[config.mk]
export PLATFORM = sky130hd
export DESIGN_NAME = coffee_vend_ctrl
export DESIGN_NICKNAME = d
export VERILOG_FILES = /design/src/rtl/coffee_pkg.sv /design/src/rtl/credit_compare.sv /design/src/rtl/coffee_vend_ctrl.sv
export SDC_FILE = /design/constraint.sdc
export NUM_CORES = 1
export LEC_CHECK = 0
export BUFFER_PORTS_ARGS = -buffer_cell sky130_fd_sc_hd__clkbuf_2
export CORE_ASPECT_RATIO = 0.6
export CORE_MARGIN = 3
export CORE_UTILIZATION = 40
export CTS_BUF_LIST = sky130_fd_sc_hd__clkbuf_4
export DETAILED_ROUTE_END_ITERATION = 8
export GPL_TIMING_DRIVEN = 0
export SYNTH_ARGS = -nofsm -noshare
export SYNTH_HDL_FRONTEND = slang
export SYNTH_HIERARCHICAL = 1
export SYNTH_SLANG_ARGS = --single-unit
[constraint.sdc]
create_clock -name clk -period 5.01 [get_ports clk]
set_input_delay 0 -clock clk [delete_from_list [all_inputs] [get_ports clk]]
set_output_delay 0 -clock clk [all_outputs]
set_load 0.005 [all_outputs]
[src/rtl/coffee_pkg.sv]
// Shared types for the coffee vending controller.
// FSM states, coin codes and the coin-to-credit mapping.
package coffee_pkg;

    localparam int CREDIT_W = 4;
    localparam logic [1:0] SEL_INVALID = 2'd3;

    typedef enum logic [1:0] {
        ST_IDLE,
        ST_COLLECT,
        ST_DISPENSE,
        ST_CHANGE
    } state_e;

    typedef enum logic [1:0] {
        COIN_1,
        COIN_2,
        COIN_5,
        COIN_10
    } coin_e;

    function automatic logic [CREDIT_W-1:0] coin_value(input coin_e c);
        logic [CREDIT_W-1:0] v;
        unique case (c)
            COIN_1:  v = 4'd1;
            COIN_2:  v = 4'd2;
            COIN_5:  v = 4'd5;
            COIN_10: v = 4'd10;
            default: v = 4'd0;
        endcase
        return v;
    endfunction

endpackage

[src/rtl/credit_compare.sv]
// Unsigned credit-versus-price check.
// Overpayment counts as paid; diff is the change owed.
module credit_compare
    import coffee_pkg::*;
(
    input  logic [CREDIT_W-1:0] i_credit,
    input  logic [CREDIT_W-1:0] i_price,
    output logic                o_paid,
    output logic [CREDIT_W-1:0] o_diff
);

    assign o_paid = (i_credit >= i_price);
    assign o_diff = o_paid ? (i_credit - i_price) : '0;

endmodule

[src/rtl/coffee_vend_ctrl.sv]
// Coffee vending controller: selection, coin collection,
// dispense handshake and change return. All outputs registered.
module coffee_vend_ctrl
    import coffee_pkg::*;
#(
    parameter logic [CREDIT_W-1:0] PRICE0 = 4'd3,
    parameter logic [CREDIT_W-1:0] PRICE1 = 4'd5,
    parameter logic [CREDIT_W-1:0] PRICE2 = 4'd6
) (
    input  logic                clk,
    input  logic                rst_n,
    input  logic                coin_valid,
    input  logic [1:0]          coin_val,
    input  logic                sel_valid,
    input  logic [1:0]          sel,
    input  logic                cancel,
    input  logic                dispense_done,
    output logic                dispense_req,
    output logic [1:0]          drink,
    output logic [CREDIT_W-1:0] credit,
    output logic                coin_reject,
    output logic                change_valid,
    output logic [CREDIT_W-1:0] change_amt,
    output logic                busy
);

    state_e              r_state;
    logic [CREDIT_W-1:0] r_credit;
    logic [CREDIT_W-1:0] r_price;
    logic [1:0]          r_drink;
    logic                r_disp;
    logic                r_rej;
    logic                r_chg_v;
    logic [CREDIT_W-1:0] r_chg_amt;
    logic                r_busy;

    state_e              w_state_nxt;
    logic [CREDIT_W-1:0] w_credit_nxt;
    logic [CREDIT_W-1:0] w_price_nxt;
    logic [1:0]          w_drink_nxt;
    logic                w_rej_nxt;
    logic                w_chg_v_nxt;
    logic [CREDIT_W-1:0] w_chg_amt_nxt;

    logic [CREDIT_W:0]   w_sum;
    logic [CREDIT_W-1:0] w_sel_price;
    logic                w_paid;
    logic [CREDIT_W-1:0] w_diff;

    credit_compare u_cmp (
        .i_credit (r_credit),
        .i_price  (r_price),
        .o_paid   (w_paid),
        .o_diff   (w_diff)
    );

    // Extra MSB catches coins that would overflow the 4-bit credit.
    assign w_sum = {1'b0, r_credit}
                 + {1'b0, coin_value(coin_e'(coin_val))};

    assign w_sel_price = (sel == 2'd0) ? PRICE0 :
                         (sel == 2'd1) ? PRICE1 : PRICE2;

    always_comb begin
        w_state_nxt   = r_state;
        w_credit_nxt  = r_credit;
        w_price_nxt   = r_price;
        w_drink_nxt   = r_drink;
        w_rej_nxt     = coin_valid;
        w_chg_v_nxt   = 1'b0;
        w_chg_amt_nxt = '0;
        unique case (r_state)
            ST_IDLE: begin
                if (sel_valid && sel != SEL_INVALID) begin
                    w_state_nxt = ST_COLLECT;
                    w_price_nxt = w_sel_price;
                    w_drink_nxt = sel;
                end
            end
            ST_COLLECT: begin
                if (cancel) begin
                    w_chg_v_nxt   = (r_credit != '0);
                    w_chg_amt_nxt = r_credit;
                    w_credit_nxt  = '0;
                    w_state_nxt   = ST_IDLE;
                end else begin
                    if (coin_valid && !w_sum[CREDIT_W]) begin
                        w_credit_nxt = w_sum[CREDIT_W-1:0];
                        w_rej_nxt    = 1'b0;
                    end
                    if (w_paid) begin
                        w_state_nxt = ST_DISPENSE;
                    end
                end
            end
            ST_DISPENSE: begin
                if (dispense_done) begin
                    w_state_nxt   = ST_CHANGE;
                    w_chg_v_nxt   = (w_diff != '0);
                    w_chg_amt_nxt = w_diff;
                end
            end
            ST_CHANGE: begin
                w_credit_nxt = '0;
                w_state_nxt  = ST_IDLE;
            end
            default: begin
                w_state_nxt = ST_IDLE;
            end
        endcase
    end

    always_ff @(posedge clk or negedge rst_n) begin
        if (!rst_n) begin
            r_state   <= ST_IDLE;
            r_credit  <= '0;
            r_price   <= '0;
            r_drink   <= '0;
            r_disp    <= 1'b0;
            r_rej     <= 1'b0;
            r_chg_v   <= 1'b0;
            r_chg_amt <= '0;
            r_busy    <= 1'b0;
        end else begin
            r_state   <= w_state_nxt;
            r_credit  <= w_credit_nxt;
            r_price   <= w_price_nxt;
            r_drink   <= w_drink_nxt;
            r_disp    <= (w_state_nxt == ST_DISPENSE);
            r_rej     <= w_rej_nxt;
            r_chg_v   <= w_chg_v_nxt;
            r_chg_amt <= w_chg_amt_nxt;
            r_busy    <= (w_state_nxt != ST_IDLE);
        end
    end

    assign dispense_req = r_disp;
    assign drink        = r_drink;
    assign credit       = r_credit;
    assign coin_reject  = r_rej;
    assign change_valid = r_chg_v;
    assign change_amt   = r_chg_amt;
    assign busy         = r_busy;

endmodule

Yosys cells after proc, flatten, opt, wreduce, memory -nomap -nowiden

Cells that the tools add are included.

Eq/ne operators: 10
Add/subtract/negate cells: 2
Magnitude comparators: 1
Reduce and logical (&&, ||, !) cells: 12
Muxes and demuxes: 21

Operators with widths:

| cell                 | count |
|---|---|
| $mux W4              | 5 |
| $pmux W4 S2          | 2 |
| $pmux W4 S4          | 1 |
| $eq A2 B2 Y1 const B | 5 |
| $mux W2              | 5 |
| $pmux W2 S4          | 1 |
| $reduce_bool A4 Y1   | 2 |
| $eq A2 B1 Y1 const B | 3 |
| $logic_not A2 Y1     | 3 |
| $add A4 B4 Y5        | 1 |
| $mux W1              | 5 |
| $ge A4 B4 Y1         | 1 |
| $reduce_and A2 Y1    | 2 |
| $reduce_bool A2 Y1   | 2 |
| $sub A4 B4 Y4        | 1 |
| $mux W3              | 1 |
| $ne A3 B3 Y1 const B | 1 |
| $logic_and A1 B1 Y1  | 2 |
| $ne A2 B2 Y1 const B | 1 |
| $pmux W1 S2          | 1 |
| $logic_not A1 Y1     | 1 |

Bits in registers: 20
Output and inout bits: 14

Depth between registers and ports, before layout

Gate-level depths: netlist of run 1.

Depth after elaboration: 8
Mapped depth: 12
Gate-level depth less buffers: 12

Cells and area by module

Netlist of run 1, hierarchy kept.

By module, submodules not included:

| module           | sequential area each (um^2) | area an instance (um^2) | cells each | times used |
|---|---|---|---|---|
| coffee_vend_ctrl | 475.5                       | 1056.0                  | 103        | 1 |
| credit_compare   | 0.0                         | 171.4                   | 23         | 1 |

Worst setup path after synthesis of run 1

OpenSTA, ideal clock, no wires.

Kind: reg-to-reg
Start point: reg r_credit[0], in the netlist credit[0]
End point: reg r_chg_v, in the netlist change_valid
Arrival: 2.337 ns
Period minus slack after synthesis: 2.472 ns
Library setup time: 0.135 ns
Path slack: 2.538 ns
Buffers on the path: 0
Data required time: 4.875 ns
Stages on the path, launching flop included: 12
Path through: dfrtp_1 -> inv_1 -> ha_1 -> inv_1 -> fa_1 -> a21o_1 -> a31oi_1 -> a21boi_2 -> nor2_1 -> or4_1 -> nand3_1 -> a21boi_0

Cells in the longest elaborated chain, start to end: 5
Elaborated cells between the ends (all ways): 8

RTL lines:

| what                                          | line                                       | source |
|---|---|---|
| from (decl)                                   | coffee_vend_ctrl.sv:28                     | `logic [CREDIT_W-1:0] r_credit;` |
| from (signal assigned)                        | coffee_vend_ctrl.sv:126                    | `r_credit <= w_credit_nxt;` |
| $sub A4 B4 Y4 or $ge A4 B4 Y1 (tied branches) | credit_compare.sv:13, credit_compare.sv:12 |  |
| $mux W4 *                                     | credit_compare.sv:13                       | `assign o_diff = o_paid ? (i_credit - i_price) : '0;` |
| named net w_diff[2]                           | coffee_vend_ctrl.sv:48                     | `logic [CREDIT_W-1:0] w_diff;` |
| $reduce_bool A4 Y1 *                          | coffee_vend_ctrl.sv:99                     | `w_chg_v_nxt = (w_diff != '0);` |
| $mux W1 *                                     | coffee_vend_ctrl.sv:97                     | `if (dispense_done) begin` |
| $pmux W1 S2 *                                 | coffee_vend_ctrl.sv:72                     | `unique case (r_state)` |
| named net w_chg_v_nxt                         | coffee_vend_ctrl.sv:42                     | `logic w_chg_v_nxt;` |
| to (signal assigned)                          | coffee_vend_ctrl.sv:131                    | `r_chg_v <= w_chg_v_nxt;` |
| to (decl)                                     | coffee_vend_ctrl.sv:33                     | `logic r_chg_v;` |

Mark *: on every way through the listed nets, which the timed path passes. The rest lies on a longest branch.
A chain may end at the register's enable or synchronous reset.

Worst setup path in the final report of run 1

Ends and elaborated chain as after synthesis.

==> reports/results.tsv, run 1 <==
stage	metric	value	unit
detailed_routing	1st-pass router iterations	4	
cts	H-tree depth	1	
timing	unrepaired setup endpoints after global routing	false	
placement	Placer Congestion	0.802	
finish	diodes inserted	0	
yosys	Cell Area, Synth	0.00123	mm2
timing	f_max	362	MHz
timing	Final period util	0.552	
critical_path	worst path bufs/invs	2	
yosys	Post-synth EDFFs	0	
yosys	Post-Synth Simple-Gate Area	0.196	
timing	Final Hold Vio Count	0	
yosys	Post-Synth XOR/XNOR Area	0.0214	
floorplan	die area	0.00379	mm2
yosys	adder-cell share of the synthesized area	0.175	
power	reported leakage power	0.745	nW
timing	Final min period	2.76	ns
yosys	mux cell area share after synthesis	0	
cts	# hold bufs at CTS	6	
critical_path	CP max FO	7	
yosys	compound-cell area share of the yosys netlist	0.180	
power	power per cell area	565	mW/mm2
cts	TritonCTS buffer count	3	
yosys	asr flop ratio synth	1.00	
floorplan	Die Height	48.9	um
floorplan	Die Wd	77.5	um
critical_path	worst path arrival time	2.94	ns
yosys	Avg Cell Area, Syn	9.74	um2
detailed_routing	WL final	2.67	mm
finish	share of layout cells above drive strength 1	0.214	
run_status	outcome	complete, no violations	
floorplan	Core ar.	0.00270	mm2
detailed_routing	drc violations	0	
critical_path	Crit. End Element	flip-flop	
timing	final setup vio count	0	
cts	quantity of gates resized following cts	0	
flow_run	max_cap viols	0	
detailed_routing	vias per std cell	5.04	
cts	Clock Latency Late Sink	0.30	ns
hold_path	Hold Path Class	input pin to flip-flop	
critical_path	crit-path cells	inv_1 -> ha_1 -> inv_1 -> fa_1 -> a21o_1 -> a31oi_1 -> a21boi_2 -> nor2_1 -> or4_1 -> nand3_1 -> a21boi_0	
yosys	post-synthesis net count	152	
yosys	Top FF cell, synth	dfrtp_1	
grt	total track usage	0.144	
yosys	sequential area share after synthesis	0.387	
cts	Reg clk slew, reported paths	0.11	ns
critical_path	startpoint types	flip-flop	
placement	IO Port Bufs	23	
cts	clock sink total	19	
yosys	post-synthesis instance total	126	
power	Max VDD drop	0.240	mV
detailed_routing	vias	1002	
yosys	count of cell types in the netlist	36	
timing	Setup TNS Final	0	ns
floorplan	row count	14	
yosys	combinational family with the most area after synthesis	simple AND/OR/NAND/NOR gates	
yosys	#FFs+latches synth	19	
grt	largest net degree at the start of global routing	20	
critical_path	Max stage delay cell, worst path	or4_1	
grt	initial antenna violation count	0	
timing	Slew Viols, Final	0	
floorplan	Initial Utilization	0.455	
detailed_routing	drt initial violations	40	
finish	nets	186	
grt	Congestion Overflow GR	0	
finish	most frequent cells in the layout	clkbuf_2 (23), dfrtp_1 (19), nor2_1 (14), ha_1 (14), inv_1 (12)	
yosys	Synth warnings	6	
placement	Cells after DPL	189	
grt	vias in the first global route	939	
critical_path	r2r setup slk	2.25	ns
detailed_routing	antenna viol nets, final	0	
critical_path	CP top delay family	compound AO/OA/AOI/OAI gates	
cts	CTS tree	built	
cts	Clock Tree Buf Depth	2	
timing	Post-Route Skew	0.00422	ns
critical_path	critical path's most frequent cell	inv_1	
cts	Root Driver	clkbuf_4	
finish	final non-filler cell total	199	
cts	Post-CTS Setup Bufs	0	
grt	first-pass GRT wire length	4.42	mm
power	Design Power	0.837	mW
critical_path	Worst EP required	5.18	ns
finish	commonest non-fill, non-tap cell in the layout	clkbuf_2	
finish	synthesis-to-layout area growth	20.8	%
placement	HPWL after detailed placement	2.10	mm
critical_path	CP peak stage delay	0.53	ns
detailed_routing	post-DR wirelength/cell	13.4	um
floorplan	IO Pins	24	
critical_path	CP Class	flip-flop to flip-flop	
==> metal layers <==
metal / up-vias / share of wire / GRT usage
met4: 0 / 0.0030 / 0.00888
met3: 2 / 0.045 / 0.0424
met2: 24 / 0.42 / 0.216
met5: - / 0 / 0
met1: 466 / 0.53 / 0.213
li1: 510 / - / -
==> state kept, by name (all words and copies together) (netlist names) <==
register      count
coin_reject       1
r_price           3
r_state           2
credit            4
change_amt        4
change_valid      1
dispense_req      1
drink             2
busy              1
==> final cells by class <==
class                           instances  area, um2
Timing Repair Buffer                   29        175
Multi-Input combinational cell         95        707
Tap cell                               40       50.0
Inverter                               12       45.0
Sequential cell                        19        475
Fill cell                             258       1210
Clock buffer                            4       30.0
==> worst register-to-register path, delay by kind of cell, from the launching register on <==
kind,cells,cell delay (ns)
AOI/OAI and AO/OA,4,0.74
and+or+nand+nor,3,0.73
adders and majority gates,2,0.54
DFF,1,0.49
buffers and inverters,2,0.15
==> cells in the mapped netlist (3+ instances only) <==
master | number | area [um2]
dfrtp_1 | 19 | 475
ha_1 | 14 | 175
nor2_1 | 14 | 52.6
nand3_1 | 3 | 15.0
nor2b_1 | 8 | 50.1
and2_1 | 4 | 25.0
a32oi_1 | 4 | 35.0
inv_1 | 12 | 45.0
a31oi_1 | 5 | 31.3
o21ai_0 | 6 | 30.0
nand2_1 | 3 | 11.3
a21oi_1 | 3 | 15.0
==> path summary, 6_finish.rpt <==
check                                       from                 endpoint  cells after the start
max                        credit[0]$_DFFE_PN0P_   change_valid$_DFF_PN0_                     11
min in group asynchronous                  rst_n  change_amt[3]$_DFF_PN0_                      2
max reg2reg                credit[0]$_DFFE_PN0P_   change_valid$_DFF_PN0_                     11
min                                dispense_done   change_valid$_DFF_PN0_                      3
max in group asynchronous                  rst_n    credit[0]$_DFFE_PN0P_                      2
min reg2reg                 drink[0]$_DFFE_PN0P_     drink[0]$_DFFE_PN0P_                      2
==> cells by family (layout without fill, tap and decap cells) <==
family | Yosys count | in the layout
flip-flops | 19 | 19
AND/OR/NAND/NOR | 43 | 43
XOR/XNOR | 3 | 3
other | 1 | 1
adder cells (fa/ha/maj) | 16 | 16
buffers and inverters | 12 | 45
AO/OA/AOI/OAI | 32 | 32
==> power breakdown <==
part	internal [mW]	total, mW	switching [mW]	leakage [nW]
Sequential	0.209	0.267	0.0583	0.245
Combinational	0.230	0.487	0.257	0.482
Clock	0.0364	0.0831	0.0466	0.0184
==> per-stage QoR <==
step,hold WS [ns],worst slack [ns],area (um2),util
finish,0.0312,2.25,1480,0.550
global route,0.0564,2.08,1480,0.550
CTS,0.0187,2.27,1480,0.550
detailed placement,-0.00530,2.30,1390,0.516
global placement,-0.0261,2.31,1390,0.516
floorplan,-0.296,2.54,1230,-
(Power assumes the default switching activity.)
==> inputs of run 2 (changes only) <==
--- a/config.mk
+++ b/config.mk
@@ -5,6 +5,7 @@
 export SDC_FILE = /design/constraint.sdc
 export NUM_CORES = 1
 export LEC_CHECK = 0
+export ABC_AREA = 1
 export BUFFER_PORTS_ARGS = -buffer_cell sky130_fd_sc_hd__clkbuf_2
 export CORE_ASPECT_RATIO = 0.6
 export CORE_MARGIN = 3
==> constraint.sdc (replaced) <==
create_clock -name clk -period 2.45 [get_ports clk]
set_input_delay 0 -clock clk [delete_from_list [all_inputs] [get_ports clk]]
set_output_delay 0 -clock clk [all_outputs]
set_load 0.005 [all_outputs]
==> run 2 against run 1 <==
  * Sequential power is 100% higher
  * Highest routed layer is now met3
  * Die area is 9.2% higher
  * Setup slack worse by 1.9 ns
  * Largest power group unchanged
==> reports/results.tsv, run 2 <==
stage	metric	value	unit	change
timing	Slew Viols, Final	0		unchanged
detailed_routing	1st-pass router iterations	6		+2
placement	IO Port Bufs	23		unchanged
yosys	sequential area share after synthesis	0.351		-0.0362
run_status	outcome	complete, no violations		
floorplan	die area	0.00414	mm2	+9.2%
yosys	asr flop ratio synth	1.00		unchanged
timing	unrepaired setup endpoints after global routing	false		
power	Max VDD drop	0.472	mV	+97%
critical_path	CP Launch Point	credit[0]$_DFFE_PN0P_		
power	reported leakage power	0.899	nW	+21%
cts	H-tree depth	1		unchanged
floorplan	Die Height	51.1	um	+4.4%
finish	diodes inserted	0		unchanged
timing	Setup TNS Final	0	ns	unchanged
yosys	Area contributors post-synth	dfrtp_1 (35%), nand2_1 (13%), ha_1 (13%), inv_1 (8.3%), a21oi_1 (3.7%)		
critical_path	startpoint types	flip-flop		
grt	vias in the first global route	1060		+13%
floorplan	row count	15		+1
critical_path	worst r2r src	credit[0]$_DFFE_PN0P_		
timing	f_max	481	MHz	+33%
yosys	count of cell types in the netlist	29		-19%
yosys	leading area contributor after synthesis	dfrtp_1		
timing	Final Hold Vio Count	0		unchanged
cts	clock sink total	19		unchanged
finish	nets	230		+24%
timing	Post-Route Skew	0.00354	ns	-0.000678 ns
yosys	most numerous cell in the Yosys netlist	nand2_1		
detailed_routing	antenna viol nets, final	0		unchanged
grt	initial antenna violation count	0		unchanged
cts	Reg clk slew, reported paths	0.11	ns	about the same
yosys	Post-synth EDFFs	0		unchanged
grt	largest net degree at the start of global routing	20		unchanged
yosys	post-synthesis net count	198		+30%
timing	Final period util	0.849		+0.298
cts	CTS tree	built		
floorplan	Initial Utilization	0.445		-0.00974
detailed_routing	drt initial violations	98		+150%
floorplan	Core ar.	0.00304	mm2	+13%
critical_path	r2r worst-path depth	14		+3
critical_path	reg2reg end	busy$_DFF_PN0_		
critical_path	Worst EP required	2.64	ns	-2.54 ns
finish	fill count	295		+14%
finish	share of layout cells above drive strength 1	0.236		+0.0226
critical_path	Crit. End Element	flip-flop		
cts	Clock Tree Buf Depth	2		unchanged
finish	Finished Core Util	0.523		-0.0270
detailed_routing	vias per std cell	4.70		-6.6%
flow_run	max_cap viols	0		unchanged
placement	Placer Congestion	0.783		-2.3%
hold_path	Hold Path End	drink[1]$_DFFE_PN0P_		
timing	final setup vio count	0		unchanged
hold_path	HP Start	sel[1]		
timing	Hold Slack	0.0480	ns	+0.0168 ns
hold_path	Min-Delay Path Depth	5		+2
yosys	post-synthesis instance total	172		+37%
finish	commonest non-fill, non-tap cell in the layout	nand2_1		
finish	final non-filler cell total	245		+23%
placement	Cells after DPL	237		+25%
critical_path	CP Class	flip-flop to flip-flop		
grt	total track usage	0.157		+0.0132
grt	first-pass GRT wire length	4.90	mm	+11%
floorplan	Die Wd	81.1	um	+4.6%
grt	Congestion Overflow GR	0		unchanged
yosys	#FFs+latches synth	19		unchanged
hold_path	Hold Path Class	input pin to flip-flop		
cts	TritonCTS buffer count	3		unchanged
yosys	Avg Cell Area, Syn	7.87	um2	-19%
detailed_routing	vias	1152		+15%
cts	Root Driver	clkbuf_4		
detailed_routing	WL final	2.94	mm	+9.9%
yosys	Synth warnings	6		unchanged
yosys	Cell Area, Synth	0.00135	mm2	+10%
critical_path	worst path arrival time	2.27	ns	-0.67 ns
timing	Final min period	2.08	ns	-0.683 ns
power	power per cell area	1130	mW/mm2	+100%
yosys	Top FF cell, synth	dfrtp_1		
cts	Clock Latency Late Sink	0.30	ns	about the same
finish	most frequent cells in the layout	nand2_1 (47), inv_1 (30), clkbuf_2 (23), dfrtp_1 (19), ha_1 (14)		
yosys	most frequent cells after synthesis	nand2_1 (47), inv_1 (30), dfrtp_1 (19)		
critical_path	CP max FO	6		-1
yosys	area share of the leading cell type in the synthesized netlist	0.351		-0.0362
floorplan	IO Pins	24		unchanged
cts	quantity of gates resized following cts	0		unchanged
detailed_routing	post-DR wirelength/cell	12.0	um	-11%
placement	HPWL after detailed placement	2.40	mm	+14%
critical_path	r2r setup slk	0.37	ns	-1.88 ns
detailed_routing	drc violations	0		unchanged
finish	synthesis-to-layout area growth	17.4	%	
## run 2: cell count changes in the layout (fill, tap and decap cells not counted), moves of 6 or more
cell / change
nor2b_1: -8
nand2_1: +44
nor2_1: -7
nand2_2: +6
inv_1: +18
a21oi_1: +7
## run 2: per-stage QoR
| step | power (mW) | setup WS [ns] | instance area (um2) |
|---|---|---|---|
| after floorplan | 1.34 | 0.599 | 1350 |
| after global routing | 2.00 | 0.195 | 1590 |
| final | 1.80 | 0.369 | 1590 |
| after detailed placement | 1.64 | 0.398 | 1520 |
| after CTS | 1.81 | 0.381 | 1590 |
| after global placement | 1.59 | 0.448 | 1520 |
## run 2: cell families (layout without fill, tap and decap cells)
family / count (synthesis) / after routing / synth area share
AO/OA/AOI/OAI: 21 / 21 / 0.0971
adder cells (fa/ha/maj): 16 / 16 / 0.159
buffers and inverters: 34 / 65 / 0.0943
flip-flops: 19 / 19 / 0.351
AND/OR/NAND/NOR: 80 / 80 / 0.289
XOR/XNOR: 1 / 1 / 0.00647
other: 1 / 1 / 0.00277
## run 2: report_power, final
group	internal, mW	switching, mW
combinational	0.427	0.685
sequential	0.428	0.106
clock	0.0608	0.0954
total	0.916	0.886
## run 2: worst max-delay path by stage
| stage | slack, ns | to | cells after the start |
|---|---|---|---|
| after floorplan | 0.60 | busy$_DFF_PN0_ | 14 |
| after global placement | 0.45 | busy$_DFF_PN0_ | 14 |
| after detailed placement | 0.40 | busy$_DFF_PN0_ | 14 |
| after CTS | 0.38 | busy$_DFF_PN0_ | 14 |
| after global routing | 0.19 | busy$_DFF_PN0_ | 14 |
| final | 0.37 | busy$_DFF_PN0_ | 14 |
## run 2: area by class of cell
cell class / count / area (um2) / share of cell area
Timing Repair Buffer: 27 / 155 / 0.0976
Clock buffer: 3 / 22.5 / 0.0142
Sequential cell: 19 / 475 / 0.299
Multi-Input combinational cell: 119 / 751 / 0.472
Tap cell: 42 / 52.6 / 0.0331
Clock inverter: 1 / 5.00 / 0.00315
Inverter: 34 / 128 / 0.0803
## run 2: routing by layer
| metal | vias to the layer above | GRT usage | share of wire |
|---|---|---|---|
| met5 | - | 0 | 0 |
| met2 | 34 | 0.240 | 0.42 |
| met4 | 0 | 0.0169 | 0 |
| li1 | 600 | - | - |
| met3 | 0 | 0.0511 | 0.074 |
| met1 | 518 | 0.224 | 0.50 |
## run 2: worst max-delay path: stages (launching register included)
cell	delay, ns
dfrtp_1	0.47
inv_1	0.09
ha_1	0.14
inv_1	0.06
fa_1	0.39
inv_1	0.09
nand2_1	0.06
nand2_2	0.10
nand2_2	0.07
inv_1	0.09
nand2_1	0.07
a21oi_2	0.13
nand2_1	0.07
nand2_2	0.09
nand2_1	0.06
## run 2: repair_timing
item                      in CTS  in global routing
hold buffers                   4                  0
hold endpoints to repair      23                  0
setup buffers                  0                  0
